[config.mk]
export PLATFORM = sky130hd
export DESIGN_NAME = instr_mem_loader
export DESIGN_NICKNAME = d
export VERILOG_FILES = /design/src/rtl/instr_mem_loader.sv
export SDC_FILE = /design/constraint.sdc
export NUM_CORES = 1
export LEC_CHECK = 0
export BUFFER_PORTS_ARGS = -buffer_cell sky130_fd_sc_hd__clkbuf_2
export CAP_MARGIN = 20
export CORE_ASPECT_RATIO = 1.2
export CORE_MARGIN = 2
export CORE_UTILIZATION = 45
export CTS_CLUSTER_DIAMETER = 30
export DETAILED_ROUTE_END_ITERATION = 12
export PLACE_DENSITY = 0.68
export SYNTH_ARGS = -nofsm -noshare
export SYNTH_HDL_FRONTEND = slang
export SYNTH_SLANG_ARGS = --single-unit
export TNS_END_PERCENT = 10
[constraint.sdc]
create_clock -name clk -period 4.6 [get_ports clk]
set_input_delay 0.92 -clock clk [delete_from_list [all_inputs] [get_ports clk]]
set_output_delay 0.92 -clock clk [all_outputs]
set_load 0.01 [all_outputs]
[src/rtl/instr_mem_loader.sv]
// Packs a big-endian byte stream into 32-bit instruction words and writes them into instruction memory.
// Optional trailing checksum byte is enabled by defining LOADER_CHECKSUM_EN.
module instr_mem_loader #(
  parameter int ADDR_W = 5,
  parameter int DEPTH  = 32
) (
  input  logic              clk,
  input  logic              rst,
  input  logic              start,
  input  logic [ADDR_W-1:0] base_addr,
  input  logic [ADDR_W:0]   num_words,
  input  logic              abort,
  input  logic              in_valid,
  input  logic [7:0]        in_byte,
  output logic              in_ready,
  output logic              wr_en,
  output logic [ADDR_W-1:0] wr_addr,
  output logic [31:0]       wr_data,
  output logic              busy,
  output logic              done,
  output logic              err
);

  localparam logic [2:0] S_IDLE  = 3'd0;
  localparam logic [2:0] S_LOAD  = 3'd1;
  localparam logic [2:0] S_WRITE = 3'd2;
`ifdef LOADER_CHECKSUM_EN
  localparam logic [2:0] S_CHECK = 3'd3;
`endif
  localparam logic [2:0] S_DONE  = 3'd4;

  localparam logic [ADDR_W:0] DEPTH_W = (ADDR_W+1)'(DEPTH);

  logic [2:0]        state;
  logic [1:0]        byte_cnt;
  logic [ADDR_W:0]   remaining;
  logic [ADDR_W-1:0] cur_addr;
  logic [23:0]       shift_reg;
  logic [ADDR_W:0]   clamped;
  logic              err_q;
`ifdef LOADER_CHECKSUM_EN
  logic [7:0]        csum;
`endif

  always_comb begin
    clamped = (num_words > DEPTH_W) ? DEPTH_W : num_words;
  end

  assign busy  = (state != S_IDLE);
  assign done  = (state == S_DONE);
  assign wr_en = (state == S_WRITE);
`ifdef LOADER_CHECKSUM_EN
  assign in_ready = (state == S_LOAD) || (state == S_CHECK);
  assign err      = err_q;
`else
  assign in_ready = (state == S_LOAD);
  assign err      = 1'b0;
`endif

  always_ff @(posedge clk or posedge rst) begin
    if (rst) begin
      state     <= S_IDLE;
      byte_cnt  <= 2'd0;
      remaining <= '0;
      cur_addr  <= '0;
      shift_reg <= '0;
      wr_addr   <= '0;
      wr_data   <= '0;
      err_q     <= 1'b0;
`ifdef LOADER_CHECKSUM_EN
      csum      <= 8'd0;
`endif
    end else begin
      case (state)
        S_IDLE: begin
          if (start) begin
            byte_cnt  <= 2'd0;
            shift_reg <= '0;
            err_q     <= 1'b0;
`ifdef LOADER_CHECKSUM_EN
            csum      <= 8'd0;
`endif
            if (num_words == '0) begin
              state <= S_DONE;
            end else begin
              cur_addr  <= base_addr;
              remaining <= clamped;
              state     <= S_LOAD;
            end
          end
        end
        S_LOAD: begin
          // Abort wins over a concurrent 4th byte so a partial load never writes.
          if (abort) begin
            state <= S_IDLE;
          end else if (in_valid) begin
            shift_reg <= {shift_reg[15:0], in_byte};
            byte_cnt  <= byte_cnt + 2'd1;
`ifdef LOADER_CHECKSUM_EN
            csum      <= csum ^ in_byte;
`endif
            if (byte_cnt == 2'd3) begin
              wr_data <= {shift_reg, in_byte};
              wr_addr <= cur_addr;
              state   <= S_WRITE;
            end
          end
        end
        S_WRITE: begin
          if (abort) begin
            state <= S_IDLE;
          end else begin
            cur_addr  <= cur_addr + ADDR_W'(1);
            remaining <= remaining - (ADDR_W+1)'(1);
            if (remaining == (ADDR_W+1)'(1)) begin
`ifdef LOADER_CHECKSUM_EN
              state <= S_CHECK;
`else
              state <= S_DONE;
`endif
            end else begin
              state <= S_LOAD;
            end
          end
        end
`ifdef LOADER_CHECKSUM_EN
        S_CHECK: begin
          if (abort) begin
            state <= S_IDLE;
          end else if (in_valid) begin
            if (in_byte != csum) err_q <= 1'b1;
            state <= S_DONE;
          end
        end
`endif
        S_DONE: begin
          state <= S_IDLE;
        end
        default: begin
          state <= S_IDLE;
        end
      endcase
    end
  end

endmodule

# Word level (Yosys, flattened, before mapping)

Index checks and enable logic that the tools add are counted.
Widths: inputs -> output; s select.

$add $sub $neg: 3
$lt $le $gt $ge: 1
Eq/ne operators: 12
Multiplexer cells: 25
Bitwise gates (word level): 1
Reductions and logical operators: 9

Operators with widths:

| operator            | number |
|---|---|
| $mux 24             | 3 |
| $pmux 24 s2         | 1 |
| $mux 6              | 4 |
| $mux 3              | 7 |
| $mux 5              | 3 |
| $pmux 6 s2          | 1 |
| $reduce_and 4->1    | 3 |
| $ne 2x2->1 const B  | 5 |
| $pmux 5 s2          | 1 |
| $pmux 3 s3          | 1 |
| $eq 6x1->1 const B  | 1 |
| $gt 6x6->1 const B  | 1 |
| $logic_not 6->1     | 1 |
| $mux 2              | 3 |
| $sub 6x1->6 const B | 1 |
| $add 5x1->5 const B | 1 |
| $pmux 2 s2          | 1 |
| $reduce_bool 2->1   | 2 |
| $eq 3x1->1 const B  | 1 |
| $eq 3x2->1 const B  | 1 |
| $eq 3x3->1 const B  | 1 |
| $logic_not 3->1     | 1 |
| $ne 3x2->1 const B  | 1 |
| $ne 3x3->1 const B  | 1 |
| other kinds (5)     | 5 |

Register bits: 77
Input bits: 24
Output and inout port bits: 42
Word-level logic and storage cells: 58

# Logic depth before layout (Yosys ltp)

Gate-level depths: netlist of the first run.

Word-level depth: 5
Gate-level depth with buffers: 7
Mapped depth without buffers: 5

# Worst setup path after synthesis of the first run

OpenSTA, ideal clock, no wires.

Kind: input port to flip-flop
Start: input port num_words[1]
End: register remaining[0]
Setup time: 0.124 ns
Arrival time: 1.911 ns
Required time: 4.476 ns
Slack: 2.565 ns
Stages on the path: 5
Path buffers: 1
Cell sequence: nor4_4 > a21bo_1 > buf_2 > a211oi_1 > a211o_1

Word-level cells in the longest chain between the ends: 5
Elaborated cells between the ends (all ways): 8
Classes of those cells: 1 x order compare; 1 x eq/ne; 4 x mux; 2 x reduce/logical

Ends and longest elaborated chain:

| item                   | RTL line | RTL |
|---|---|---|
| start: declaration     | 11       | `input logic [ADDR_W:0] num_words,` |
| $gt 6x6->1             | 46       | `clamped = (num_words > DEPTH_W) ? DEPTH_W : num_words;` |
| $mux 6                 | 46       |  |
| $mux 6                 | 83       | `if (num_words == '0) begin` |
| $mux 6                 | 76       | `if (start) begin` |
| $pmux 6 s2             | 74       | `case (state)` |
| end signal: assignment | 87       | `remaining <= clamped;` |
| end signal: assignment | 114      | `remaining <= remaining - (ADDR_W+1)'(1);` |
| end: declaration       | 36       | `logic [ADDR_W:0] remaining;` |

Several ways; a longest one is shown, not always the timed one. The select of a mux whose other input is x is not followed.
A chain may end at the register's enable or synchronous reset.

# Final worst setup path of the first run

Start: register state[1]
End: output port wr_en

Word-level cells in the longest chain between the ends: 1

Ends and longest elaborated chain:

| item                     | RTL line | RTL |
|---|---|---|
| start: declaration       | 34       | `logic [2:0] state;` |
| start signal: assignment | 62       | `state <= S_IDLE;` |
| start signal: assignment | 84       | `state <= S_DONE;` |
| start signal: assignment | 88       | `state <= S_LOAD;` |
| $eq 3x2->1               | 51       | `assign wr_en = (state == S_WRITE);` |
| end: declaration         | 16       | `output logic wr_en,` |

Every way passes these cells.

==> metrics.md, run 1 <==
| Metric | Value |
|---|---|
| Max reg flops | 32 |
| Sequential fraction of the synthesis area | 56.02% |
| Post-detail-place hpwl | 4486 um |
| Hold_sp | shift_reg[19] |
| Leading area contributor after synthesis | dfrtp_1 |
| Leakage power | 0.001958 uW |
| Yosys top cell area share | 56.02% |
| Crit path max-delay family | flip-flops |
| Cell Area, Synth | 0.003440 mm^2 |
| Iteration-0 DRC Markers | 107 |
| RSZ-0062 raised after global routing | no |
| Hold_buf cts | 0 |
| Post-DP Area | 0.003749 mm^2 |
| Clock Sinks | 77 |
| Final WL | 6497 um |
| Startpoint types | register |
| P_int | 1362 uW |
| Period Utilization, post-route | 59.21% |
| # DRC | 0 |
| Maximum VDD drop | 0.3390 mV |
| DIE AREA | 0.008362 mm^2 |
| Rel. slew slack | 35.47% |
| Comb pwr share | 26.9% |
| Worst skew pair latency | 340 ps |
| Status | finished, final reports clean |
| Setup violations, final | 0 |
| Avg WL per Cell | 16.32 um |
| Root buf cell | clkbuf_8 |
| Yosys warnings | 0 |
| # IOs | 66 |
| CP required | 3680 ps |
| Core area | 0.007317 mm^2 |
| TNS Setup | 0 ps |
| Mapped Nets | 270 |
| Crit-path cells | or3b_4 -> inv_2 -> clkbuf_2 |
| Worst-path fanout max | 14 |
| Pwr Density | 522.6 mW/mm^2 |
| Worst path buffer plus inverter count | 2 |
| Commonest non-fill, non-tap cell in the layout | dfrtp_1 |
| Largest cells by area after synthesis | dfrtp_1, mux2_4, a22o_1 |
| Final instance area | 0.003936 mm^2 |
| H-tree depth | 3 |
| TritonRoute pass-1 iters | 4 |
| Tot GR Track Use | 16.27% |
| Largest net degree at the start of global routing | 44 |
| Vias in the first global route | 2,145 |
| Clk pwr share | 23.4% |
| Max Freq | 367.2 MHz |
| Die Y | 99.77 um |
| Final Max Slew Viols | 0 |
| Via count | 2,199 |
| Psw | 694.9 uW |
| Critical path origin | state[1] |
| CP peak stage delay | 540 ps |
| Asr flop ratio synth | 100.0% |
| Setup Fix Bufs, Post-CTS | 0 |
| CP max stage cell | dfrtp_1 |
| # resized after CTS | 0 |
| Initial Util | 47.01% |
| Number of cell rows | 34 |
| Diode count | 0 |
| Post-synth EDFFs | 0 |
| TritonCTS Buffers | 9 |
| Sw Share | 33.78% |
| Avg Inst Size Synth | 14.21 um^2 |
| Overflow after GRT | 0 |
| Nets | 331 |
| Initial antenna violation count | 0 |
| Commonest non-fill, non-tap cells in the layout | dfrtp_1, clkbuf_2, a22o_1, mux2_4, mux2_2 |
| Fraction of layout instances using a drive strength above 1 | 43.18% |
| Part of the power in registers | 49.7% |
| CTS tree | built |
| Die W | 83.81 um |
| Gp weighted congestion | 0.7921 |
| First-pass GRT wire length | 10,860 um |
| Clk_skew | 11.45 ps |
| Top_reg_cell synth | dfrtp_1 |
| Vias per cell | 5.525 |
| Worst EP arrival | 1800 ps |
| IO buf count | 64 |
| Library cells used by synthesis | 48 |
| RR Startpoint | state[0] |
| Clk slew on worst S/H paths | 90 ps |
| Critical path class | reg2out |
| Total power draw | 2057 uW |
| Crit end category | primary output |
| Count of state elements after synthesis | 77 |
| Fin crit period | 2723 ps |
| Slew of the pin with the lowest slew margin | 967.9 ps |
| Final WS setup | 1877 ps |
| Post-DRT Antenna Nets | 0 |
| Bufs on Longest Clock Path | 2 |
| Fin. Hold Viols | 0 |
| Post-place setup slack | 1812 ps |
| Fill count | 633 |
| Hold Path Class | reg2reg |
| Mapped Cells | 242 |
| Max-cap violations | 0 |
| P&R area growth vs syn | 14.44% |
Yosys cell counts (2+ instances only):
cell type,instances
mux2_2,19
ha_1,4
o21ai_0,3
o211ai_1,2
a211o_1,3
nor3b_1,5
o22ai_1,2
a2bb2oi_1,3
a21oi_1,7
a31oi_1,2
nand2b_1,3
mux2_4,19
nor2_1,4
nand2_1,3
buf_4,3
nor4b_2,2
nand3_1,7
dfrtp_1,77
buf_12,2
a211oi_1,3
a22o_1,25
buf_2,7
inv_1,5
nor2b_4,2
nor3_1,4
nor2_4,2
nand3b_1,2
buf_6,2
per-stage QoR:
step / cells / hold WS, ps / utilization [%]
finish: 398 / 510.0 / 53.80
global route: 398 / 529.6 / 53.80
CTS: 398 / 516.3 / 53.80
detailed placement: 382 / 492.1 / 51.23
global placement: 382 / 488.0 / 51.23
floorplan: 242 / 473.2 / -
layout make-up:
class	count	area [um^2]	area share, %
well taps	90	112.6	2.861
repair buffers	66	335.3	8.519
clock buffers	9	123.9	3.147
multi-input cells	143	1351	34.33
clock inverters	7	63.81	1.621
flip-flops and latches	77	1927	48.95
inverters	6	22.52	0.5722
final timing paths:
path                            endpoint  slack, ps  cells after the start
max                                wr_en       1880                      3
min                        shift_reg[19]        510                      1
max reg2reg                   wr_data[4]       2130                      5
min reg2reg                shift_reg[19]        510                      1
max in group asynchronous     wr_data[3]       2890                      3
min in group asynchronous     wr_data[6]        750                      2
metal layers:
layer / wire length (um) / vias up / share of wire (%) / GRT usage [%]
met3: 337 / 2 / 5.2 / 3.947
met4: 29 / 0 / 0.45 / 5.211
li1: - / 1023 / - / -
met1: 3007 / 1111 / 46 / 23.22
met5: 0 / - / 0 / 0
met2: 3124 / 63 / 48 / 24.80
cells by family (layout without fill, tap and decap cells):
kind of cell / after synthesis / count (layout) / share of synthesized area [%]
DFF: 77 / 77 / 56.02
adders and majority gates: 4 / 4 / 1.455
buffers and inverters: 22 / 88 / 4.692
AOI/OAI and AO/OA: 58 / 58 / 13.79
and+or+nand+nor: 40 / 40 / 8.803
other: 1 / 1 / 0.1090
muxes: 40 / 40 / 15.13
power groups by stage:
stage / Clock [uW] / Sequential [uW] / Combinational (uW)
global route: 527 / 1050 / 616
detailed placement: 0 / 1030 / 562
floorplan: 0 / 1020 / 384
finish: 481 / 1020 / 554
CTS: 497 / 1020 / 564
global placement: 0 / 1030 / 547
Power figures use the tool's default switching activity.
==> run 2: changes to the inputs <==
- clock period: 4.6 -> 2.8 ns (I/O delays scaled with it)
==> run 2 against run 1 <==
Clock-buffer cell count unchanged. Die area unchanged. Register-to-register slack worse by 1300 ps. Global-route usage down 0.11 points. Via count down 0.86%. Utilization up 0.46 points. Sequential power up 64%. Critical path depth unchanged. Flip-flop and latch count unchanged. Largest power group unchanged.
==> metrics.md, run 2 (same netlist as run 1, synthesis figures left out) <==
| Metric | Value |
|---|---|
| Status | finished, final reports clean (unchanged) |
| Setup violations, final | 0 (unchanged) |
| Iteration-0 DRC Markers | 99 (was 107) |
| RR Startpoint | state[0] (unchanged) |
| RSZ-0062 raised after global routing | no (unchanged) |
| Commonest non-fill, non-tap cell in the layout | dfrtp_1 (unchanged) |
| Post-detail-place hpwl | 4359 um (was 4486 um) |
| Worst-path fanout max | 14 (unchanged) |
| Nets | 333 (was 331) |
| Hold Path Class | in2async (was reg2reg) |
| First-pass GRT wire length | 10,860 um (unchanged) |
| Worst EP arrival | 1780 ps (was 1800 ps) |
| Gp weighted congestion | 0.7879 (was 0.7921) |
| Critical path origin | state[1] (unchanged) |
| Maximum VDD drop | 0.4824 mV (was 0.3390 mV) |
| Commonest non-fill, non-tap cells in the layout | dfrtp_1, clkbuf_2, a22o_1, mux2_4, mux2_2 (unchanged) |
| Pwr Density | 847.7 mW/mm^2 (was 522.6 mW/mm^2) |
| Initial Util | 47.01% (unchanged) |
| Final WL | 6354 um (was 6497 um) |
| Diode count | 0 (unchanged) |
| Fraction of layout instances using a drive strength above 1 | 43.55% (was 43.18%) |
| Final Max Slew Viols | 0 (unchanged) |
| TritonRoute pass-1 iters | 4 (unchanged) |
| TritonCTS Buffers | 9 (unchanged) |
| Fin crit period | 2342 ps |
| Setup Fix Bufs, Post-CTS | 0 (unchanged) |
| CTS tree | built (unchanged) |
| CP required | 2240 ps (was 3680 ps) |
| Vias per cell | 5.450 (was 5.525) |
| Hold_buf cts | 0 (unchanged) |
| Critical path class | reg2out (unchanged) |
| Max-cap violations | 0 (unchanged) |
| P&R area growth vs syn | 15.42% (was 14.44%) |
| Post-DP Area | 0.003789 mm^2 (was 0.003749 mm^2) |
| Tot GR Track Use | 16.16% (was 16.27%) |
| CP max stage cell | or3b_4 (was dfrtp_1) |
| Avg WL per Cell | 15.89 um (was 16.32 um) |
| Leakage power | 0.001968 uW (was 0.001958 uW) |
| Max reg flops | 32 (unchanged) |
| Crit path max-delay family | simple AND/OR/NAND/NOR gates (was flip-flops) |
| Clk_skew | 8.293 ps (was 11.45 ps) |
| Vias in the first global route | 2,242 (was 2,145) |
| Die W | 83.81 um (unchanged) |
| Post-DRT Antenna Nets | 0 (unchanged) |
| Worst skew pair latency | 340 ps (about the same) |
| Core area | 0.007317 mm^2 (unchanged) |
| Initial antenna violation count | 0 (unchanged) |
| Crit end category | primary output (unchanged) |
| Fin. Hold Viols | 0 (unchanged) |
| Total power draw | 3366 uW (was 2057 uW) |
| H-tree depth | 3 (unchanged) |
| Via count | 2,180 (was 2,199) |
| CP peak stage delay | 530 ps (was 540 ps) |
| Overflow after GRT | 0 (unchanged) |
| Clk slew on worst S/H paths | 90 ps (about the same) |
| Worst path buffer plus inverter count | 2 (unchanged) |
| Period Utilization, post-route | 83.63% |
| Startpoint types | register (unchanged) |
| IO buf count | 64 (unchanged) |
| TNS Setup | 0 ps (unchanged) |
| # resized after CTS | 0 (unchanged) |
| Root buf cell | clkbuf_8 (unchanged) |
| Bufs on Longest Clock Path | 2 (unchanged) |
| Die Y | 99.77 um (unchanged) |
| Crit-path cells | or3b_4 -> inv_2 -> clkbuf_2 (unchanged) |
| DIE AREA | 0.008362 mm^2 (unchanged) |
| # DRC | 0 (unchanged) |
| Largest net degree at the start of global routing | 38 (was 44) |
| Rel. slew slack | 43.35% (was 35.47%) |
| Clock Sinks | 77 (unchanged) |
| Max Freq | 427.0 MHz |
| Final instance area | 0.003970 mm^2 (was 0.003936 mm^2) |
| Number of cell rows | 34 (unchanged) |
| Slew of the pin with the lowest slew margin | 849.7 ps (was 967.9 ps) |
| # IOs | 66 (unchanged) |
-- run 2: cell types whose count changed in the layout (fill, tap and decap cells not counted) --
| cell | change |
|---|---|
| buf_12 | +2 |
| clkinv_4 | -1 |
| clkinvlp_4 | +1 |
| inv_6 | +2 |
| inv_8 | -2 |
-- run 2: final timing paths --
| check | end | slack, ps | cells after the start |
|---|---|---|---|
| max reg2reg | wr_data[15] | 800 | 5 |
| min in group clk | shift_reg[3] | 440 | 2 |
| min reg2reg | shift_reg[22] | 510 | 1 |
| max | wr_en | 460 | 3 |
| min | wr_data[7] | 300 | 2 |
| max in group asynchronous | wr_data[28] | 1870 | 3 |
-- run 2: cell type report --
| cell class | count | area (um^2) |
|---|---|---|
| Clock buffer | 9 | 123.9 |
| Clock inverter | 7 | 57.56 |
| Fill cell | 621 | 3347 |
| Inverter | 6 | 22.52 |
| Multi-Input combinational cell | 143 | 1351 |
| Sequential cell | 77 | 1927 |
| Tap cell | 90 | 112.6 |
| Timing Repair Buffer | 68 | 375.4 |
-- run 2: layer usage --
metal | wire length, um | track usage (%)
met5 | 0 | 0
met4 | 133 | 7.816
met3 | 299 | 3.125
met2 | 2967 | 25.42
met1 | 2953 | 21.68
-- run 2: power by group --
part,internal (uW),switching [uW]
Clock,334,442
Combinational,481,433
Sequential,1420,254
Total,2240,1130
-- run 2: worst register-to-register path, cell delays in order (launching register included) --
cell	delay, ps
dfrtp_1	510
nor3b_4	260
nor2b_4	190
nor2b_4	280
buf_12	270
mux2_2	390
-- run 2: stage by stage --
stage / worst slack (ps) / util, % / hold WS, ps / std cells
finish: 458.3 / 54.26 / 298.2 / 400
global route: 394.8 / 54.26 / 368.3 / 400
CTS: 446.4 / 54.26 / 322.9 / 400
detailed placement: 724.6 / 51.78 / 492.2 / 384
global placement: 745.8 / 51.78 / 488.2 / 384
floorplan: 273.3 / - / 473.2 / 242
